File: config.mk
export PLATFORM = sky130hd
export DESIGN_NAME = dmem_lsu
export DESIGN_NICKNAME = d
export VERILOG_FILES = /design/src/rtl/dmem_lsu.sv
export SDC_FILE = /design/constraint.sdc
export NUM_CORES = 1
export LEC_CHECK = 0
export ABC_AREA = 1
export CAP_MARGIN = 5
export CORE_UTILIZATION = 44
export DETAILED_ROUTE_END_ITERATION = 16
export GPL_TIMING_DRIVEN = 0
export PLACE_DENSITY = 0.8
export SLEW_MARGIN = 20
export SYNTH_ARGS = -nofsm -noshare
export SYNTH_HDL_FRONTEND = slang
export SYNTH_SLANG_ARGS = --single-unit
File: constraint.sdc
create_clock -name clk -period 3.5 [get_ports clk]
set_clock_uncertainty 0.2 [all_clocks]
set_input_delay 1.05 -clock clk [delete_from_list [all_inputs] [get_ports clk]]
set_output_delay 1.05 -clock clk [all_outputs]
set_load 0.05 [all_outputs]
File: src/rtl/dmem_lsu.sv
// Load/store unit driving a byte-addressed, word-write DMEM port; sub-word stores use read-modify-write.
// Optional macro MISALIGN_CHECK_EN rejects misaligned halfword/word accesses.
module dmem_lsu #(
  parameter int REG_WIDTH       = 32,
  parameter int DMEM_ADDR_WIDTH = 10,
  parameter int DMEM_DEPTH      = 1024
) (
  input  logic                       clk,
  input  logic                       reset,
  input  logic                       req_valid,
  output logic                       req_ready,
  input  logic                       req_store,
  input  logic [2:0]                 req_funct3,
  input  logic [DMEM_ADDR_WIDTH-1:0] req_addr,
  input  logic [REG_WIDTH-1:0]       req_wdata,
  output logic                       resp_valid,
  input  logic                       resp_ready,
  output logic [REG_WIDTH-1:0]       resp_rdata,
  output logic                       resp_err,
  output logic                       dmem_wr_en,
  output logic [DMEM_ADDR_WIDTH-1:0] dmem_addr,
  output logic [REG_WIDTH-1:0]       dmem_wdata,
  input  logic [REG_WIDTH-1:0]       dmem_rdata
);

  typedef enum logic [1:0] {IDLE = 2'd0, RD = 2'd1, WR = 2'd2, RESP = 2'd3} state_t;

  localparam logic [DMEM_ADDR_WIDTH:0] ADDR_LIMIT = (DMEM_ADDR_WIDTH+1)'(DMEM_DEPTH - 4);

  state_t                     state_r, next_state_s;
  logic                       store_r;
  logic [2:0]                 funct3_r;
  logic                       accept_s, req_err_s;
  logic                       f3_bad_s, range_bad_s, align_bad_s;
  logic                       wr_en_d_s, resp_valid_d_s, resp_err_d_s;
  logic [DMEM_ADDR_WIDTH-1:0] addr_d_s;
  logic [REG_WIDTH-1:0]       wdata_d_s, rdata_d_s;

  function automatic logic [REG_WIDTH-1:0] format_load(input logic [2:0] f3, input logic [REG_WIDTH-1:0] rd);
    case (f3)
      3'b000:  format_load = {{24{rd[7]}}, rd[7:0]};
      3'b100:  format_load = {24'd0, rd[7:0]};
      3'b001:  format_load = {{16{rd[15]}}, rd[15:0]};
      3'b101:  format_load = {16'd0, rd[15:0]};
      default: format_load = rd;
    endcase
  endfunction

  function automatic logic [REG_WIDTH-1:0] merge_store(input logic [1:0] size, input logic [REG_WIDTH-1:0] rd,
                                                       input logic [REG_WIDTH-1:0] wd);
    case (size)
      2'b00:   merge_store = {rd[31:8], wd[7:0]};
      2'b01:   merge_store = {rd[31:16], wd[15:0]};
      default: merge_store = wd;
    endcase
  endfunction

  assign req_ready = (state_r == IDLE);
  assign accept_s  = req_valid && req_ready;

  // Request legality: funct3 encoding, range and (optionally) alignment
  always_comb begin
    if (req_store) begin
      f3_bad_s = (req_funct3 > 3'b010);
    end else begin
      f3_bad_s = (req_funct3 == 3'b011) || (req_funct3[2:1] == 2'b11);
    end
    range_bad_s = ({1'b0, req_addr} > ADDR_LIMIT);
    align_bad_s = 1'b0;
`ifdef MISALIGN_CHECK_EN
    case (req_funct3[1:0])
      2'b01:   align_bad_s = req_addr[0];
      2'b10:   align_bad_s = |req_addr[1:0];
      default: align_bad_s = 1'b0;
    endcase
`endif
    req_err_s = f3_bad_s || range_bad_s || align_bad_s;
  end

  // State register
  always_ff @(posedge clk or posedge reset) begin
    if (reset) begin
      state_r <= IDLE;
    end else begin
      state_r <= next_state_s;
    end
  end

  // Next-state logic
  always_comb begin
    next_state_s = state_r;
    case (state_r)
      IDLE: begin
        if (!accept_s) begin
          next_state_s = IDLE;
        end else if (req_err_s) begin
          next_state_s = RESP;
        end else if (req_store && (req_funct3[1:0] == 2'b10)) begin
          next_state_s = WR;
        end else begin
          next_state_s = RD;
        end
      end
      RD:      next_state_s = store_r ? WR : RESP;
      WR:      next_state_s = RESP;
      RESP:    next_state_s = resp_ready ? IDLE : RESP;
      default: next_state_s = IDLE;
    endcase
  end

  // Next values of the registered outputs; the store data rides in dmem_wdata until the merge
  always_comb begin
    wr_en_d_s      = (next_state_s == WR);
    resp_valid_d_s = (next_state_s == RESP);
    addr_d_s       = dmem_addr;
    wdata_d_s      = dmem_wdata;
    rdata_d_s      = resp_rdata;
    resp_err_d_s   = resp_err;
    case (state_r)
      IDLE: begin
        if (accept_s && req_err_s) begin
          rdata_d_s    = {REG_WIDTH{1'b0}};
          resp_err_d_s = 1'b1;
        end else if (accept_s) begin
          addr_d_s  = req_addr;
          wdata_d_s = req_store ? req_wdata : dmem_wdata;
        end else begin
          addr_d_s = dmem_addr;
        end
      end
      RD: begin
        resp_err_d_s = 1'b0;
        if (store_r) begin
          wdata_d_s = merge_store(funct3_r[1:0], dmem_rdata, dmem_wdata);
          rdata_d_s = {REG_WIDTH{1'b0}};
        end else begin
          rdata_d_s = format_load(funct3_r, dmem_rdata);
        end
      end
      WR: begin
        rdata_d_s    = {REG_WIDTH{1'b0}};
        resp_err_d_s = 1'b0;
      end
      RESP:    resp_err_d_s = resp_err;
      default: resp_err_d_s = resp_err;
    endcase
  end

  // Registered outputs and latched request attributes
  always_ff @(posedge clk or posedge reset) begin
    if (reset) begin
      dmem_wr_en <= 1'b0;
      dmem_addr  <= {DMEM_ADDR_WIDTH{1'b0}};
      dmem_wdata <= {REG_WIDTH{1'b0}};
      resp_valid <= 1'b0;
      resp_rdata <= {REG_WIDTH{1'b0}};
      resp_err   <= 1'b0;
      store_r    <= 1'b0;
      funct3_r   <= 3'b000;
    end else begin
      dmem_wr_en <= wr_en_d_s;
      dmem_addr  <= addr_d_s;
      dmem_wdata <= wdata_d_s;
      resp_valid <= resp_valid_d_s;
      resp_rdata <= rdata_d_s;
      resp_err   <= resp_err_d_s;
      if (accept_s) begin
        store_r  <= req_store;
        funct3_r <= req_funct3;
      end
    end
  end

endmodule
* Word-level counts from Yosys, hierarchy flattened
Index checks and enable logic that the tools add are counted.
Word-level totals: register bits after elaboration 83, input port bits 82, output and inout port bits 78
Operators by class: order comparisons 2, equal/unequal tests 20, muxes and demuxes 19, bitwise operators 3, reductions and logical operators 17
Operator list (count):
- $mux 32 | 6
- $pmux 32 s2 | 2
- $pmux 32 s4 | 1
- $pmux 32 s3 | 1
- $eq 2x2->1 const B | 6
- $gt 10x10->1 const B | 1
- $mux 2 | 4
- $ne 2x1->1 const B | 4
- $pmux 2 s4 | 1
- $reduce_and 7->1 | 1
- $eq 3x3->1 const B | 2
- $ne 2x2->1 const B | 3
- $reduce_and 6->1 | 1
- $reduce_and 5->1 | 1
- $eq 2x1->1 const B | 2
- $logic_not 2->1 | 2
- $reduce_and 2->1 | 2
- $eq 3x1->1 const B | 1
- $eq 3x2->1 const B | 1
- $gt 3x2->1 const B | 1
- $logic_and 1x1->1 | 3
- $logic_not 3->1 | 1
- $mux 1 | 3
- $ne 3x1->1 const B | 1
- 7 further kinds | 10

* Longest topological paths before layout
depth in word-level cells 8, mapped depth 11, gate-level depth less buffers 9

* Worst setup path before layout
OpenSTA, ideal clock, no wires.
path type reg-to-reg, start register state_r[0], end register dmem_wdata[16], arrival 2.009 ns, required time 3.181 ns, slack 1.172 ns, cell stages (with the launch flop) 11, period minus slack after synthesis 2.328 ns, path through dfrtp_1 -> inv_1 -> ha_1 -> nand2_2 -> nor2_1 -> nor2_1 -> a21oi_4 -> nand3_4 -> buf_6 -> nand2_1 -> nand2_1
Between the ends: cells in the longest elaborated chain, start to end 5
RTL lines:
- from (decl) | RTL line 30 | state_t state_r, next_state_s;
- from (signal assigned) | RTL line 85 | state_r <= next_state_s;
- $logic_not 2->1 * | RTL line 58 | assign req_ready = (state_r == IDLE);
- net req_ready | RTL line 11 | output logic req_ready,
- $logic_and 1x1->1 | RTL line 59 | assign accept_s = req_valid && req_ready;
- $logic_and 1x1->1 | RTL line 121 | if (accept_s && req_err_s) begin
- $ne 2x2->1 (no line)
- $reduce_and 6->1 (no line)
- to (signal assigned) | RTL line 154 | dmem_wdata <= {REG_WIDTH{1'b0}};
- to (signal assigned) | RTL line 163 | dmem_wdata <= wdata_d_s;
- to (decl) | RTL line 22 | output logic [REG_WIDTH-1:0] dmem_wdata,
The timed path passes the listed nets; every way through them passes the cells marked *. A chain may end at the register's enable or synchronous reset.

* Worst setup path in the final report
start register state_r[0], end output port req_ready
Between the ends: cells in the longest elaborated chain, start to end 1
RTL lines (RTL line):
- $logic_not 2->1 | 58
- to (decl) | 11
No other way between the ends.

==> impl_metrics.env <==
export IMPL_status="complete, no violations"
export IMPL_antenna_found_initial=0
export IMPL_rows=35
export IMPL_period_minus_slack_ns=3.31
export IMPL_synth_xor_area_share_pct=0
export IMPL_hold_path_class="reg -> reg"
export IMPL_dr_pass1_iters=5
export IMPL_worstSetupPathType="reg -> out"
export IMPL_placed_cells=824
export IMPL_routed_wirelength_um=12600
export IMPL_syn_area_um2=4150
export IMPL_yosys_area_share_simple_pct=37.6
export IMPL_worst_hold_slack_ns=0.275
export IMPL_synth_compound_area_share_pct=3.50
export IMPL_grt_max_degree=43
export IMPL_holdCritStartpoint="resp_rdata[29]"
export IMPL_start_util_pct=45.1
export IMPL_syn_to_final_growth_pct=47.4
export IMPL_post_drt_wl_per_cell_um=15.0
export IMPL_worstPathRequired_ns=2.25
export IMPL_routed_via_density=5.18
export IMPL_boundaryPins=160
export IMPL_fmax_ghz=0.302
export IMPL_ctsHoldBuffers=0
export IMPL_hpwl_um=9490
export IMPL_synth_net_count=641
export IMPL_final_nets=812
export IMPL_yosys_area_share_adder_pct=1.81
export IMPL_grt_ovfl_total=0
export IMPL_worstRegToRegCells=10
export IMPL_cts_tree="built"
export IMPL_hold_path_cell_count=2
export IMPL_pre_cts_ws_ns=0.495
export IMPL_synth_mux_area_share_pct=0
export IMPL_io_buffers=159
export IMPL_setup_slack_ns=0.186
export IMPL_grtUsageTotal_pct=26.4
export IMPL_crit_fanout=4
export IMPL_power_density_nw_per_um2=1050
export IMPL_cts_reportedPaths_clkPinSlew_ns=0.09
export IMPL_grt_pass1_vias=4097
export IMPL_cp_arrival_ns=2.06
export IMPL_cts_resized=0
export IMPL_grt_pass1_wl_um=20000
export IMPL_hold_viol=0
export IMPL_syn_avg_cell_area_um2=7.50
export IMPL_n_antenna_cell=0
export IMPL_finalNonFillerCells=840
export IMPL_core_um2=9200
export IMPL_drtAntennaViolNets=0
export IMPL_yosys_register_bits=83
export IMPL_clock_sinks=83
export IMPL_worstSkewPairLatency_ns=0.34
export IMPL_cellLeakagePower_nw=3.12
export IMPL_synth_warnings=0
export IMPL_drv_slew=0
export IMPL_tightestPinTransition_ns=0.540
export IMPL_seq_area_um2=2080
export IMPL_regToRegEndpoint="dmem_wdata[14]"
export IMPL_nFillCells=804
export IMPL_rsz0062_at_grt="false"
export IMPL_vias=4348
export IMPL_min_to="resp_rdata[29]"
export IMPL_start_kind="register"
export IMPL_power_total_mw=6.44
export IMPL_ir_drop_uv=474
export IMPL_htreeDepth=3
export IMPL_dieArea_um2=9810
export IMPL_cts_buffers=9
export IMPL_cts_setup_buffers=0
export IMPL_drive_gt1_share_pct=5.90
export IMPL_syn_inst=553
export IMPL_clock_root_buffer="clkbuf_8"
export IMPL_synth_top_family_by_area="simple AND/OR/NAND/NOR gates"
export IMPL_slew_limit_headroom_pct=63.9
export IMPL_die_h_um=99.1
export IMPL_ys_seq_area_share_pct=50.1
export IMPL_clockBufferDepth=2
export IMPL_r2r_start="state_r[0]"
export IMPL_finalSetupViolCount=0
export IMPL_period_share_pct=94.7
export IMPL_drv_cap=0
export IMPL_layout_common_cells="241 x nand2_1, 159 x clkdlybuf4s50_1, 83 x dfrtp_1, 50 x nor2_1, 40 x nand3_1"
export IMPL_worstSetupEndpointType="primary output"
export IMPL_drtIter0Drc=325
export IMPL_drc=0
export IMPL_die_w_um=99.1
export IMPL_place_congestion=0.853
export IMPL_r2r_slack_ns=1.18
export IMPL_layout_commonest_cell="nand2_1"
export IMPL_synth_cell_types=24
export IMPL_multi_input_comb_area_um2=1780
layer usage:
layer	up-vias	GRT usage (%)	routed length [µm]
li1	2092	-	-
met1	2062	35.7	5420
met2	180	43.7	6080
met3	14	5.04	919
met4	0	7.35	173
met5	-	0	0
how the worst max path moves through the flow:
stage,startpoint,end,slack [ns],depth (start not counted)
6_report,state_r[0],req_ready,0.19,3
5_1_grt,state_r[0],req_ready,0.12,3
4_1_cts,state_r[0],req_ready,0.18,3
3_5_place_dp,req_funct3[2],dmem_wdata[4],0.50,8
3_3_place_gp,reset,dmem_addr[6],-1.17,2
2_1_floorplan,reset,dmem_addr[0],0.11,1
critical path, stage by stage, from the launching register on:
cell             delay [ns]
dfrtp_1                0.43
inv_1                  0.14
ha_1                   0.30
clkdlybuf4s50_1        0.85
cells in the mapped netlist (all sizes together):
cell type,instances,area (µm²)
a21oi,10,61.3
buf,20,111
clkbuf,10,37.5
clkinv,2,7.51
dfrtp,83,2080
ha,6,75.1
inv,35,131
nand2,244,923
nand3,43,238
nand4,32,200
nor2,51,194
nor3,1,5.00
o21ai,14,70.1
o21bai,1,7.51
o22ai,1,6.26
cells by family after synthesis:
group	after synthesis
simple gates	371
flops	83
buf+inv	67
compound gates	26
fa+ha+maj	6
power by group:
part	internal [mW]	switching, mW	total [mW]
Combinational	1.26	2.78	4.04
Sequential	1.39	0.251	1.64
Clock	0.404	0.354	0.757
Total	3.05	3.39	6.44
per-stage QoR:
step / area (µm²) / utilization [%] / setup TNS (ns)
floorplan: 4150 / - / 0
detailed placement: 5900 / 64.1 / 0
global route: 6110 / 66.4 / 0
CTS: 6110 / 66.4 / 0
finish: 6110 / 66.4 / 0
global placement: 5880 / 63.9 / -97.14
layout make-up:
cell class | instances | area share (%)
repair buffers | 160 | 26.4
inverters | 37 | 2.31
clock inverters | 4 | 1.23
well taps | 111 | 2.27
flip-flops and latches | 83 | 34.0
plain buffers | 30 | 2.44
multi-input cells | 403 | 29.1
clock buffers | 12 | 2.21
sequential cells by signal, indices dropped and copies added, names as in the netlist:
| signal | count |
|---|---|
| dmem_wr_en | 1 |
| store_r | 1 |
| resp_err | 1 |
| state_r | 2 |
| resp_valid | 1 |
| resp_rdata | 32 |
| dmem_addr | 10 |
| dmem_wdata | 32 |
| funct3_r | 3 |
Power figures use the tool's default switching activity.
